--- src/rtl/m_imem_loader_pkg.sv ---
// Shared definitions for the instruction memory loader:
// loader FSM encodings and the default imem geometry.
package m_imem_loader_pkg;

    localparam int DEPTH_DEF = 64;
    localparam int AW_DEF    = 6;

    typedef enum logic [2:0] {
        S_IDLE  = 3'd0,
        S_DATA  = 3'd1,
        S_CHECK = 3'd2,
        S_DONE  = 3'd3,
        S_ERR   = 3'd4
    } state_t;

endpackage

--- src/rtl/m_imem_loader_word_packer.sv ---
// Byte-to-word assembler for the loader: lane counter,
// little-endian assemble register and running payload XOR.
module m_word_packer (
    input  logic        w_clock,
    input  logic        w_reset_n,
    input  logic        w_clear,
    input  logic        w_accept,
    input  logic [7:0]  w_byte,
    output logic [31:0] w_word,
    output logic [7:0]  w_xor,
    output logic        w_word_done
);

    logic [1:0]  lane_q;
    logic [23:0] asm_q;
    logic [7:0]  xor_q;

    always_ff @(posedge w_clock) begin
        if (!w_reset_n) begin
            lane_q <= '0;
            asm_q  <= '0;
            xor_q  <= '0;
        end else if (w_clear) begin
            lane_q <= '0;
            asm_q  <= '0;
            xor_q  <= '0;
        end else if (w_accept) begin
            lane_q <= lane_q + 2'd1;
            asm_q  <= {w_byte, asm_q[23:8]};
            xor_q  <= xor_q ^ w_byte;
        end
    end

    // Lane-3 byte completes the word combinationally
    assign w_word      = {w_byte, asm_q};
    assign w_xor       = xor_q;
    assign w_word_done = w_accept && (lane_q == 2'd3);

endmodule

--- src/rtl/m_imem_loader.sv ---
// Framed byte-stream program loader: writes imem words,
// checks the XOR checksum and releases the core.
module m_imem_loader
    import m_imem_loader_pkg::*;
#(
    parameter int DEPTH = DEPTH_DEF,
    parameter int AW    = AW_DEF
) (
    input  logic          w_clock,
    input  logic          w_reset_n,
    input  logic          w_valid,
    input  logic [7:0]    w_byte,
    output logic          w_ready,
    output logic          w_we,
    output logic [AW-1:0] w_wa,
    output logic [31:0]   w_wd,
    output logic          w_run,
    output logic          w_error,
    output logic [AW:0]   w_nwords
);

    localparam logic [AW:0] ONE = 1;

    state_t        state_q, state_d;
    logic [AW:0]   n_q, k_q, nwords_q, n_load;
    logic          accept, count_ok, last_word;
    logic          pk_clear, pk_accept, word_done;
    logic [31:0]   word;
    logic [7:0]    xor_q;
    logic          we_q;
    logic [AW-1:0] wa_q;
    logic [31:0]   wd_q;

    m_word_packer u_packer (
        .w_clock     (w_clock),
        .w_reset_n   (w_reset_n),
        .w_clear     (pk_clear),
        .w_accept    (pk_accept),
        .w_byte      (w_byte),
        .w_word      (word),
        .w_xor       (xor_q),
        .w_word_done (word_done)
    );

    assign w_ready   = (state_q != S_DONE);
    assign accept    = w_valid && w_ready;
    assign count_ok  = (int'(w_byte) <= DEPTH);
    // A count of zero stands for a full memory image
    assign n_load    = (w_byte == 8'd0) ? (AW+1)'(DEPTH)
                                        : (AW+1)'(w_byte);
    assign last_word = ((k_q + ONE) == n_q);

    always_comb begin
        state_d   = state_q;
        pk_clear  = 1'b0;
        pk_accept = 1'b0;
        unique case (state_q)
            S_IDLE, S_ERR: begin
                if (accept) begin
                    state_d  = count_ok ? S_DATA : S_ERR;
                    pk_clear = count_ok;
                end
            end
            S_DATA: begin
                pk_accept = accept;
                if (word_done && last_word)
                    state_d = S_CHECK;
            end
            S_CHECK: begin
                if (accept)
                    state_d = (w_byte == xor_q) ? S_DONE : S_ERR;
            end
            S_DONE:  state_d = S_DONE;
            default: state_d = S_IDLE;
        endcase
    end

    always_ff @(posedge w_clock) begin
        if (!w_reset_n) begin
            state_q  <= S_IDLE;
            n_q      <= '0;
            k_q      <= '0;
            nwords_q <= '0;
            we_q     <= 1'b0;
            wa_q     <= '0;
            wd_q     <= '0;
        end else begin
            state_q <= state_d;
            we_q    <= word_done;
            if (pk_clear) begin
                n_q      <= n_load;
                k_q      <= '0;
                nwords_q <= '0;
            end else if (we_q) begin
                nwords_q <= nwords_q + ONE;
            end
            if (word_done) begin
                k_q  <= k_q + ONE;
                wa_q <= k_q[AW-1:0];
                wd_q <= word;
            end
        end
    end

    assign w_we     = we_q;
    assign w_wa     = wa_q;
    assign w_wd     = wd_q;
    assign w_nwords = nwords_q;
    assign w_run    = (state_q == S_DONE);
    assign w_error  = (state_q == S_ERR);

endmodule

--- config.mk ---
export PLATFORM = sky130hd
export DESIGN_NAME = m_imem_loader
export DESIGN_NICKNAME = d
export VERILOG_FILES = /design/src/rtl/m_imem_loader_pkg.sv /design/src/rtl/m_imem_loader_word_packer.sv /design/src/rtl/m_imem_loader.sv
export SDC_FILE = /design/constraint.sdc
export NUM_CORES = 1
export LEC_CHECK = 0
export ABC_AREA = 1
export BUFFER_PORTS_ARGS = -buffer_cell sky130_fd_sc_hd__buf_2
export CAP_MARGIN = 20
export CORE_AREA = 4 4 120 122
export CTS_CLUSTER_SIZE = 20
export DETAILED_ROUTE_END_ITERATION = 8
export DIE_AREA = 0 0 124 126
export PLACE_DENSITY_LB_ADDON = 0.05
export SYNTH_ARGS = -nofsm -noshare
export SYNTH_HDL_FRONTEND = slang
export SYNTH_SLANG_ARGS = --single-unit
--- constraint.sdc ---
create_clock -name w_clock -period 1.5 [get_ports w_clock]
set_input_delay 0.075 -clock w_clock [delete_from_list [all_inputs] [get_ports w_clock]]
set_output_delay 0.075 -clock w_clock [all_outputs]
set_load 0.005 [all_outputs]
Yosys cells after proc, flatten, opt, wreduce, memory -nomap -nowiden
Cells that the tools add are included.
{"block": "word_totals", "output_inout_bits": 49, "input_bits": 11, "reg_bits": 97, "word_cells": 48}
{"block": "op_classes", "add_sub_neg": 3, "bitwise": 2, "n_lt_le_gt_ge": 1, "n_eq_ne": 11, "mux": 12, "reduce_logical": 9}
{"operator": "$mux 7", "count": 3}
{"operator": "$mux 3", "count": 5}
{"operator": "$add 7x1->7 const B", "count": 2}
{"operator": "$pmux 3 s4", "count": 1}
{"operator": "$eq 8x8->1", "count": 1}
{"operator": "$le 8x7->1 const B", "count": 1}
{"operator": "$logic_not 8->1", "count": 1}
{"operator": "$xor 8x8->8", "count": 1}
{"operator": "$eq 7x7->1", "count": 1}
{"operator": "$eq 3x2->1 const B", "count": 2}
{"operator": "$ne 2x2->1 const B", "count": 3}
{"operator": "$reduce_or 2->1", "count": 2}
{"operator": "$eq 3x1->1 const B", "count": 1}
{"operator": "$eq 3x3->1 const B", "count": 1}
{"operator": "$logic_and 1x1->1", "count": 3}
{"operator": "$logic_not 3->1", "count": 1}
{"operator": "$mux 1", "count": 3}
{"operator": "$ne 3x2->1 const B", "count": 1}
{"operator": "$reduce_and 3->1", "count": 1}
{"operator": "$add 2x1->2 const B", "count": 1}
{"operator": "$eq 2x2->1 const B", "count": 1}
{"operator": "$reduce_bool 2->1", "count": 1}
{"operator": "$not 1->1", "count": 1}

Logic depth before layout (Yosys ltp)
{"block": "logic_depth", "ltp_word": 7, "mapped_depth": 14, "ltp_nobuf": 14}

By module
A second synthesis with hierarchy kept.
{"block": "unflattened", "cells_unflattened": 548, "hier_area_um2": 4346.7}
{"module": "m_imem_loader", "area_each_um2": 2816.5, "n_inst": 1, "cells_each": 378}
{"module": "m_word_packer", "area_each_um2": 1530.2, "n_inst": 1, "cells_each": 170}

Worst setup path before layout
Ideal clock, no wire load.
{"block": "synth_path", "path_type": "register to register", "startpoint": "register k_q[0]", "endpoint": "register state_q[1]", "t_required_ns": 1.385, "path_stages_with_launch": 15, "n_path_buf": 0, "t_arrival_ns": 1.398, "setup_time_ns": 0.115, "slack_ns": -0.013, "path_cell_list": "dfxtp_1 > ha_1 > nand2_2 > nor2_2 > nand2_1 > nand2_2 > nand2_1 > nand2_1 > nand2_1 > nor2_1 > nand2_1 > nand2_2 > nand3_1 > nand2_1 > nor2_1"}
{"block": "synth_via", "elab_chain_cells": 5}
{"item": "from (decl)", "line_no": "m_imem_loader.sv:25", "rtl": "logic [AW:0] n_q, k_q, nwords_q, n_load;"}
{"item": "from (signal assigned)", "line_no": "m_imem_loader.sv:98", "rtl": "k_q <= k_q + ONE;"}
{"item": "$add 7x1->7", "line_no": "m_imem_loader.sv:51", "rtl": "assign last_word = ((k_q + ONE) == n_q);"}
{"item": "$eq 7x7->1", "line_no": "m_imem_loader.sv:51"}
{"item": "$logic_and 1x1->1", "line_no": "m_imem_loader.sv:66", "rtl": "if (word_done && last_word)"}
{"item": "$ne 2x2->1 (no source line)"}
{"item": "$reduce_and 3->1 (no source line)"}
{"item": "to (signal assigned)", "line_no": "m_imem_loader.sv:88", "rtl": "state_q <= state_d;"}
{"item": "to (decl)", "line_no": "m_imem_loader.sv:24", "rtl": "state_t state_q, state_d;"}
No other way between the ends.
A chain may end at the register's enable or synchronous reset.

Final worst setup path
{"block": "layout_path", "startpoint": "register state_q[0]", "endpoint": "register wd_q[12] (netlist: w_wd[12])"}
{"block": "layout_via", "elab_chain_cells": 4, "word_cells_on_any_way": 5}
{"item": "$ne 3x2->1", "line_no": "m_imem_loader.sv:45", "rtl": "assign w_ready = (state_q != S_DONE);"}
{"item": "$logic_and 1x1->1", "line_no": "m_imem_loader.sv:46", "rtl": "assign accept = w_valid && w_ready;"}
{"item": "$mux 1 *", "line_no": "m_imem_loader.sv:57", "rtl": "unique case (state_q)"}
{"item": "$logic_and 1x1->1 *", "line_no": "m_imem_loader_word_packer.sv:37", "rtl": "assign w_word_done = w_accept && (lane_q == 2'd3);"}
{"item": "to (signal assigned)", "line_no": "m_imem_loader.sv:100", "rtl": "wd_q <= word;"}
{"item": "to (decl)", "line_no": "m_imem_loader.sv:32", "rtl": "logic [31:0] wd_q;"}
Mark *: on every way between the ends. The rest lies on a longest branch, timed or not.

==> metrics.txt <==
Max Transition Viols Final 0; layout cells sized above 1 ~33%; Worst Setup SP state_q[0]$_SDFFE_PN0P_; setup TNS -1.33 ns; port bufs just under 60; DRC Markers 0; GRT Total Usage between 10 and 15%; Via Count 3,561; crit-path max FO 6; area delta synth->final 37.5%; max-cap violations 0; Avg Inst Size Synth 7.52 um2; initial antenna violation count 0; worst path required time 1.79 ns; Synth Flop Type dfxtp_1; area post-placement between 4000 and 5000 um2; detailed-router iteration count before antenna repair 5; mapped cell area approximately 3900 um2; H-tree levels 3; vias in the first global route between 3k and 4k; worst min-delay path class input pin to register; Max-slew headroom around 77%; hold depth 3; crit path max-delay cell type dfxtp_2; WS Path Type register to register; Post-Syn Instances around 520; hold endpoint u_packer.asm_q[16]$_SDFFE_PP0P_; Crit path max-delay family buffers and inverters; total wire length ~11,000 um; Ports 60; fin area 5370 um2; critical path launch point type register; Synth cell types 29; Worst Skew 0.00567 ns; first-pass GRT wire length around 17,000 um; die area roughly 16,000 um2; Synth top cells by count nand2_1, dfxtp_1, a21oi_1, nand3_1, inv_1; fmax ~0.62 GHz; grt total ovfl 0; TritonCTS clock tree built; detailed placer's ending HPWL approximately 7600 um; reg2reg setup slack -0.12 ns; sequential share of the synthesized area between 40% and 50%; top-count cell post-synth nand2_1; CTS Buffer Depth 2; # rows 42; NumNets Final about 630; Inserted Clock Buffers 9; # diodes 0; WP data arrival about 1.9 ns; failing checks setup timing; Multi-input gate area a little under 2000 um2; Reg area between 1500 and 2000 um2; Synth Register Bits between 90 and 100; Pwr Total around 5 mW; vias per std cell approximately 4.5; crit-path max cell delay approximately 0.35 ns; Core Area 13,200 um2; Post-synth ARST share 0%; final period utilization 108%; Leak between 2 and 2.5 nW; final hold viol count 0; antenna-violating nets left 0; register clock-pin slew on the reported worst setup and hold paths 0.07 ns; Yosys warnings 0; First DRT Iteration DRCs ~180; Max VDD drop around 440 uV; total clock sinks between 90 and 100; Final Setup Violations 21; Clk Latency, worst-skew pair roughly 0.35 ns; slew at the pin with the worst max-slew slack approximately 0.34 ns; starting density of the core roughly 30%; P per Cell Area 957 nW/um2; Worst Setup End Kind register; Die Span X approximately 120 um; Synthesized Nets ~530; r2r worst-path depth 10; DIE HEIGHT 126 um; final core utilization 40.7%; FILL cells roughly 1.4k; RSZ-0062 raised after global routing yes; Cell Chain, Critical Path inv_4, nor2_4, nand4_1, buf_4, buf_8, nor2_4, buf_6, clkbuf_16, nand2_2, nand2_1; CTS root buffer clkbuf_16; share of the synthesized area in the top cell type 49.8%; CP dominant cell by count nor2_4; Avg WL per Cell 14.3 um; RR Endpoint w_wd[12]$_SDFFE_PN0P_; shortest period the worst path allows between 1.5 and 2 ns; largest net degree at the start of global routing 29; number of synthesized flops with an enable pin 0; synth top area cells dfxtp_1, nand2_1, a21oi_1, nand3_1, inv_1; Crit Reg-Reg Startpoint state_q[0]$_SDFFE_PN0P_; worst hold start w_byte[0]; status finished, violations left; Yosys top cell by area dfxtp_1; Final Worst Setup Slack -0.119 ns; worst path bufs/invs 5; GP Congestion about 0.79
==> final cells by class <==
class | instances | area share, %
multi-input cells | 360 | 36.4
repair buffers | 101 | 14.4
clock inverters | 4 | 0.583
clock buffers | 11 | 4.34
well taps | 176 | 4.10
repair inverters | 3 | 0.630
flip-flops and latches | 97 | 36.4
inverters | 39 | 3.15
==> flip-flops by register name (all words and copies together) (netlist names) <==
signal,cells
w_wd,32
n_q,7
u_packer.lane_q,2
k_q,7
w_we,1
w_nwords,7
u_packer.asm_q,24
w_wa,6
state_q,3
u_packer.w_xor,8
==> how the worst max path moves through the flow <==
stage                                    to  depth (start not counted)
floorplan           state_q[1]$_SDFFE_PN0P_                         14
CTS                 state_q[1]$_SDFFE_PN0P_                         11
detailed placement  state_q[1]$_SDFFE_PN0P_                         11
finish                w_wd[12]$_SDFFE_PN0P_                         10
global route        state_q[0]$_SDFFE_PN0P_                         14
global placement    state_q[0]$_SDFFE_PN0P_                         11
==> kinds of logic after synthesis <==
logic type | Yosys count | synth area share, %
multiplexers | 1 | 0.257
XOR/XNOR | 15 | 3.37
AND/OR/NAND/NOR | 263 | 28.9
flip-flops | 97 | 49.8
buffers and inverters | 62 | 6.54
AO/OA/AOI/OAI | 78 | 10.3
adder cells (fa/ha/maj) | 3 | 0.962
==> worst register-to-register path, cell delays in order (launching register included) <==
cell	delay, ns
dfxtp_2	0.35
inv_4	0.04
nor2_4	0.08
nand4_1	0.18
buf_4	0.20
buf_8	0.13
nor2_4	0.17
buf_6	0.16
clkbuf_16	0.16
nand2_2	0.04
nand2_1	0.06
==> per-stage QoR <==
step / hold slack (ns) / worst slack [ns] / instances
CTS: 0.0290 / -0.0270 / 774
finish: 0.0392 / -0.119 / 791
global route: 0.0452 / -0.189 / 791
global placement: 0.403 / -0.0527 / 758
floorplan: 0.214 / 0.0124 / 519
detailed placement: 0.406 / -0.0739 / 758
==> layout by cell type (no fill, tap or decap), types with 3 or more instances in the layout <==
cell type | synthesis | layout
buf_12 | 0 | 7
nand2_2 | 5 | 21
inv_1 | 28 | 28
o21ai_0 | 18 | 8
nor3_1 | 3 | 3
nand2_1 | 168 | 142
dfxtp_1 | 97 | 90
a21oi_1 | 54 | 51
xnor2_1 | 6 | 5
nand4_1 | 3 | 3
nor2_1 | 26 | 24
nand2_4 | 1 | 11
nand3_2 | 2 | 6
clkbuf_16 | 0 | 12
clkinvlp_4 | 0 | 3
buf_2 | 8 | 59
dfxtp_2 | 0 | 6
xor2_1 | 9 | 9
buf_4 | 2 | 28
o21ai_2 | 0 | 7
o21ai_1 | 3 | 6
nand3_1 | 45 | 40
a21oi_2 | 2 | 5
inv_2 | 11 | 8
nor2_4 | 0 | 5
==> routing by layer <==
layer  up-vias  GRT usage, %  part of all wire [%]
li1       1857             -                     -
met1      1635          20.0                    49
met2        55          20.9                    45
met3        14          2.96                   3.4
met4         0          5.35                   1.7
met5         -             0                     0
==> where the power goes <==
group | internal, mW | switching, mW
clock network | 1.12 | 0.990
registers | 2.60 | 0.0278
logic | 0.148 | 0.246
total | 3.87 | 1.26
==> what timing repair did <==
item	CTS	global route
setup endpoints to repair	22	69
setup buffers	1	10
hold buffers	0	0
gates cloned	0	7
resized for setup	8	95
pin swaps	9	22
(Power assumes the default switching activity.)
